$ cat src/rtl/spi_cmd_rx.sv
// SPI mode-0 command receiver: oversamples sck/sdi/load with clk and commits one validated 8-bit byte per frame.
// Optional readback of the previous command on sdo when SPI_CMD_RX_READBACK_EN is defined.
module spi_cmd_rx #(
  parameter logic [7:0]  RESET_VAL = 8'h00,
  parameter int unsigned TIMEOUT   = 1048575
) (
  input  logic       clk,
  input  logic       reset,
  input  logic       sck,
  input  logic       sdi,
  input  logic       load,
  output logic [7:0] val,
  output logic       val_valid,
  output logic       frame_err,
  output logic       busy,
  output logic       sdo
);

  localparam int unsigned   TW        = $clog2(TIMEOUT + 1);
  localparam logic [TW-1:0] TMO_LIMIT = TW'(TIMEOUT);

  typedef enum logic [1:0] {IDLE, ACTIVE, ABORT} state_t;

  state_t        state;
  logic [7:0]    shreg;
  logic [3:0]    cnt;
  logic [TW-1:0] tmo;

  logic sck_s1, sck_s2, sck_s3;
  logic load_s1, load_s2, load_s3;
  logic sdi_s1, sdi_s2;

  // NOTE: during reset s2 and s3 are both loaded from s1, so a level already present
  // at release (e.g. load held high mid-frame) is never mistaken for an edge.
  always_ff @(posedge clk) begin
    sck_s1  <= sck;
    sdi_s1  <= sdi;
    load_s1 <= load;
    sck_s2  <= sck_s1;
    sdi_s2  <= sdi_s1;
    load_s2 <= load_s1;
    sck_s3  <= reset ? sck_s2 : sck_s1;
    load_s3 <= reset ? load_s2 : load_s1;
  end

  logic sck_rise, load_rise, load_fall;
  assign sck_rise  = sck_s2 & ~sck_s3;
  assign load_rise = load_s2 & ~load_s3;
  assign load_fall = ~load_s2 & load_s3;

  // NOTE: all state uses non-blocking assignments so every branch reads pre-edge values.
  always_ff @(posedge clk) begin
    if (!reset) begin
      state     <= IDLE;
      shreg     <= '0;
      cnt       <= '0;
      tmo       <= '0;
      val       <= RESET_VAL;
      val_valid <= 1'b0;
      frame_err <= 1'b0;
      busy      <= 1'b0;
    end else begin
      val_valid <= 1'b0;
      frame_err <= 1'b0;
      case (state)
        IDLE: begin
          if (load_rise) begin
            state <= ACTIVE;
            busy  <= 1'b1;
            cnt   <= '0;
            tmo   <= '0;
          end
        end
        ACTIVE: begin
          // A load fall wins over a coincident sck edge: that bit is dropped.
          if (load_fall) begin
            state <= IDLE;
            busy  <= 1'b0;
            if (cnt == 4'd8) begin
              val       <= shreg;
              val_valid <= 1'b1;
            end else begin
              frame_err <= 1'b1;
            end
          end else if (tmo == TMO_LIMIT) begin
            state     <= ABORT;
            busy      <= 1'b0;
            frame_err <= 1'b1;
          end else if (sck_rise && load_s2) begin
            shreg <= {shreg[6:0], sdi_s2};
            if (cnt != 4'd9) cnt <= cnt + 4'd1;
            tmo <= '0;
          end else begin
            tmo <= tmo + TW'(1);
          end
        end
        ABORT: begin
          if (load_fall) state <= IDLE;
        end
        default: begin
          state <= IDLE;
          busy  <= 1'b0;
        end
      endcase
    end
  end

`ifdef SPI_CMD_RX_READBACK_EN
  logic       sck_fall;
  logic [7:0] txreg;
  assign sck_fall = ~sck_s2 & sck_s3;

  // Previous command is shifted out on sck falls so it is settled before each master sample.
  always_ff @(posedge clk) begin
    if (!reset) begin
      txreg <= '0;
    end else if (state == IDLE && load_rise) begin
      txreg <= val;
    end else if (state == ACTIVE && sck_fall) begin
      txreg <= {txreg[6:0], 1'b0};
    end
  end
  assign sdo = txreg[7];
`else
  assign sdo = 1'b0;
`endif

endmodule
$ cat config.mk
export PLATFORM = sky130hd
export DESIGN_NAME = spi_cmd_rx
export DESIGN_NICKNAME = d
export VERILOG_FILES = /design/src/rtl/spi_cmd_rx.sv
export SDC_FILE = /design/constraint.sdc
export NUM_CORES = 1
export LEC_CHECK = 0
export BUFFER_PORTS_ARGS = -buffer_cell sky130_fd_sc_hd__buf_2
export CORE_MARGIN = 3
export CORE_UTILIZATION = 40
export DETAILED_ROUTE_END_ITERATION = 10
export PLACE_DENSITY = 0.65
export SYNTH_ARGS = -nofsm -noshare
export SYNTH_HDL_FRONTEND = slang
export SYNTH_SLANG_ARGS = --single-unit
$ cat constraint.sdc
create_clock -name clk -period 3.8 [get_ports clk]
set_input_delay 0.57 -clock clk [delete_from_list [all_inputs] [get_ports clk]]
set_output_delay 0.57 -clock clk [all_outputs]
set_load 0.005 [all_outputs]
==> flow_summary.yaml <==
status:
  status: "completed"
worst_setup_path:
  arrival_ns: 2.78
  required_ns: 3.98
  critical_path_class: "flop to flop"
  worstReg2RegEnd: "tmo[2]$_SDFFE_PN0P_"
  path_cells: "ha_1 -> nand3_1 -> nor4_2 -> a21oi_1 -> a21oi_1 -> nor3_1"
  path_buf_inv: 0
  cpPeakStageDelay_ns: 0.89
  r2r_cells: 6
  slowest_stage: "nor4_2"
  crit_path_start_kind: "flop"
  r2r_start: "tmo[0]$_SDFFE_PN0P_"
  crit_family: "simple AND/OR/NAND/NOR gates"
  r2r_slack_ns: 1.20
  path_max_fanout: 10
  crit_path_frequent_cell: "a21oi_1"
  crit_path_end_kind: "flop"
  critPathLaunch: "tmo[0]$_SDFFE_PN0P_"
timing:
  clock_skew_ns: 0.01824
  maxSlewViolCount: 0
  rsz0062_at_grt: "no"
  tns_ns: 0
  setup_viol: 0
  hold_viol: 0
  worstMarginPinSlew_ns: 0.9875
  clock.fmax_mhz: 384.2
  timing.slew.headroom: 0.3362
  layout_min_cycle_time_ns: 2.603
  period_share: 0.6850
  setup_ws_ns: 1.197
clock_network:
  numCtsBuffers: 5
  cts_tree: "built"
  worst_skew_pair.late_latency_ns: 0.32
  clockBufferDepth: 2
  htree_levels: 2
  cts_hold_buf: 0
  cts_sinks: 53
  cts_resized: 0
  clk_pin_slew_ns: 0.09
  post_cts_buffers: 0
  cts_root_buffer: "clkbuf_8"
die:
  start_util: 0.4254
  rows: 27
  core-area_um2: 5642
  ios: 17
  dieArea_um2: 6965
  fp.dieW_um: 83.46
  die_h_um: 83.46
synthesis:
  syn_area_um2: 2400
  syn_inst: 276
  seq_area_frac_synth: 0.4421
  async_flop_share: 0
  yosysTopAreaCell: "dfxtp_1"
  synthFlopType: "dfxtp_1"
  ys_ff_latch: 53
  yosys-top-cells-area: "dfxtp_1 (44%), a21oi_1 (6.5%), mux2i_1 (4.2%)"
  syn-mean-instance-area_um2: 8.695
  synth_enable_flop_cells: 0
  synth_top_cell_area_share: 0.4421
  yosysUniqueCellTypes: 49
  yosysWarnings: 0
  yosys.cell_count.top_type: "dfxtp_1"
  synth_common_cells: "dfxtp_1 (53), a21oi_1 (31), nand2_1 (25)"
  synth.net_count: 285
layout:
  fillers: 557
  design_area_um2: 2610
  num-nets-final: 293
  drive_gt1_frac: 0.1298
  syn2layout_area_growth_pct: 8.759
  finalCoreUtilization: 0.4626
  n_antenna_cell: 0
job:
  cap_violations: 0
global_route:
  antenna_found_initial: 0
  grt_max_degree: 22
  grt_usage: 0.1518
  grt-ovfl-total: 0
  grt_pass1_vias: 1903
  grt_pass1_wl_mm: 8.880
hold_path:
  hold_path_end: "sdi_s2$_DFF_P_"
  hold_start: "sdi_s1$_DFF_P_"
  worstHoldPathCells: 0
  hp-class: "flop to flop"
power:
  vdd.ir_drop.worst_mv: 0.3109
  switching_share: 0.2371
  p_comb_frac: 0.069
  p_per_area_nw_per_um2: 404.9
  pwr-share-clk: 0.390
  p_leak_nw: 0.8970
  seqPwrFrac: 0.541
  p_int_mw: 0.8062
  power_switching_mw: 0.2505
place:
  placed_area_um2: 2486
  post-place-ws_ns: 1.254
  portBuffers: 15
  place_congestion: 0.8204
  dpl.hpwl_mm: 3.447
drt:
  vias_per_cell: 5.742
  routed_wl_mm: 5.098
  avgRoutedWirePerCell_um: 14.28
  first_pass_iters: 4
  ant_nets: 0
  drc_errors: 0
  dr.first_iter.drc_count: 119
  num_vias: 2050
## metrics by stage
stage	power (mW)	cells	hold slack, ns
after floorplan	0.6380	276	0.3096
after global placement	0.6580	349	0.3135
after detailed placement	0.6575	349	0.3132
after CTS	1.071	357	0.3364
after global routing	1.100	357	0.3389
final	1.057	357	0.3333
## logic make-up (layout without fill, tap and decap cells)
| kind of cell | count (synthesis) | in the layout | share of synthesized area |
|---|---|---|---|
| AOI/OAI and AO/OA | 73 | 73 | 0.1903 |
| adders and majority gates | 4 | 4 | 0.02086 |
| buffers and inverters | 21 | 30 | 0.04692 |
| DFF | 53 | 53 | 0.4421 |
| muxes | 12 | 12 | 0.05110 |
| other | 1 | 1 | 0.001563 |
| and+or+nand+nor | 112 | 112 | 0.2471 |
## layer usage
layer / vias up / track usage / share of wire
li1: 1025 / - / -
met1: 971 / 0.2024 / 0.48
met3: 4 / 0.03949 / 0.047
met5: - / 0 / 0
met2: 50 / 0.2434 / 0.47
met4: 0 / 0.04240 / 0.0078
## worst max path at each step
stage / endpoint / cells past startpoint
floorplan: tmo[2]$_SDFFE_PN0P_ / 6
global placement: tmo[2]$_SDFFE_PN0P_ / 6
detailed placement: tmo[4]$_SDFFE_PN0P_ / 6
CTS: tmo[2]$_SDFFE_PN0P_ / 6
global route: tmo[2]$_SDFFE_PN0P_ / 6
finish: tmo[2]$_SDFFE_PN0P_ / 6
## power by group through the flow
stage / sequential (mW) / clock (mW) / combinational (mW)
after detailed placement: 0.584 / 0 / 0.0731
after floorplan: 0.582 / 0 / 0.0563
after global placement: 0.584 / 0 / 0.0738
final: 0.571 / 0.412 / 0.0732
after CTS: 0.572 / 0.426 / 0.0735
after global routing: 0.573 / 0.445 / 0.0825
## area by class of cell
class	count	area [µm²]	share of cell area
well taps	72	90.09	0.03452
multi-input cells	202	1226	0.4698
clock inverters	2	41.29	0.01582
inverters	5	18.77	0.007191
clock buffers	6	82.58	0.03164
flip-flops and latches	53	1061	0.4065
repair buffers	17	90.09	0.03452
## registers in the layout (all words and copies together) (netlist names)
signal,cells
load_s3,1
state,2
sdi_s1,1
sck_s1,1
load_s2,1
sdi_s2,1
val,8
frame_err,1
shreg,8
tmo,20
load_s1,1
sck_s3,1
val_valid,1
sck_s2,1
busy,1
cnt,4
## placed cells by master, fill, tap and decap left out, types with 2 or more instances in the layout
master / n
a21o_2: 2
a21oi_1: 31
a311oi_1: 2
a31oi_1: 4
a41oi_1: 2
and2_1: 2
and3_1: 5
and4_1: 2
buf_2: 15
buf_4: 2
clkbuf_8: 6
dfxtp_1: 53
ha_1: 4
inv_1: 4
mux2_2: 2
mux2i_1: 10
nand2_1: 25
nand3_1: 19
nand3b_1: 2
nand4_1: 10
nand4b_1: 2
nor2_1: 23
nor2b_1: 3
nor3_1: 2
nor4_1: 2
o211ai_1: 3
o21a_1: 2
o21ai_0: 17
o22ai_1: 2
o2bb2ai_1: 2
or3_1: 2
or3b_2: 2
or4_1: 6
(Power assumes the default switching activity.)
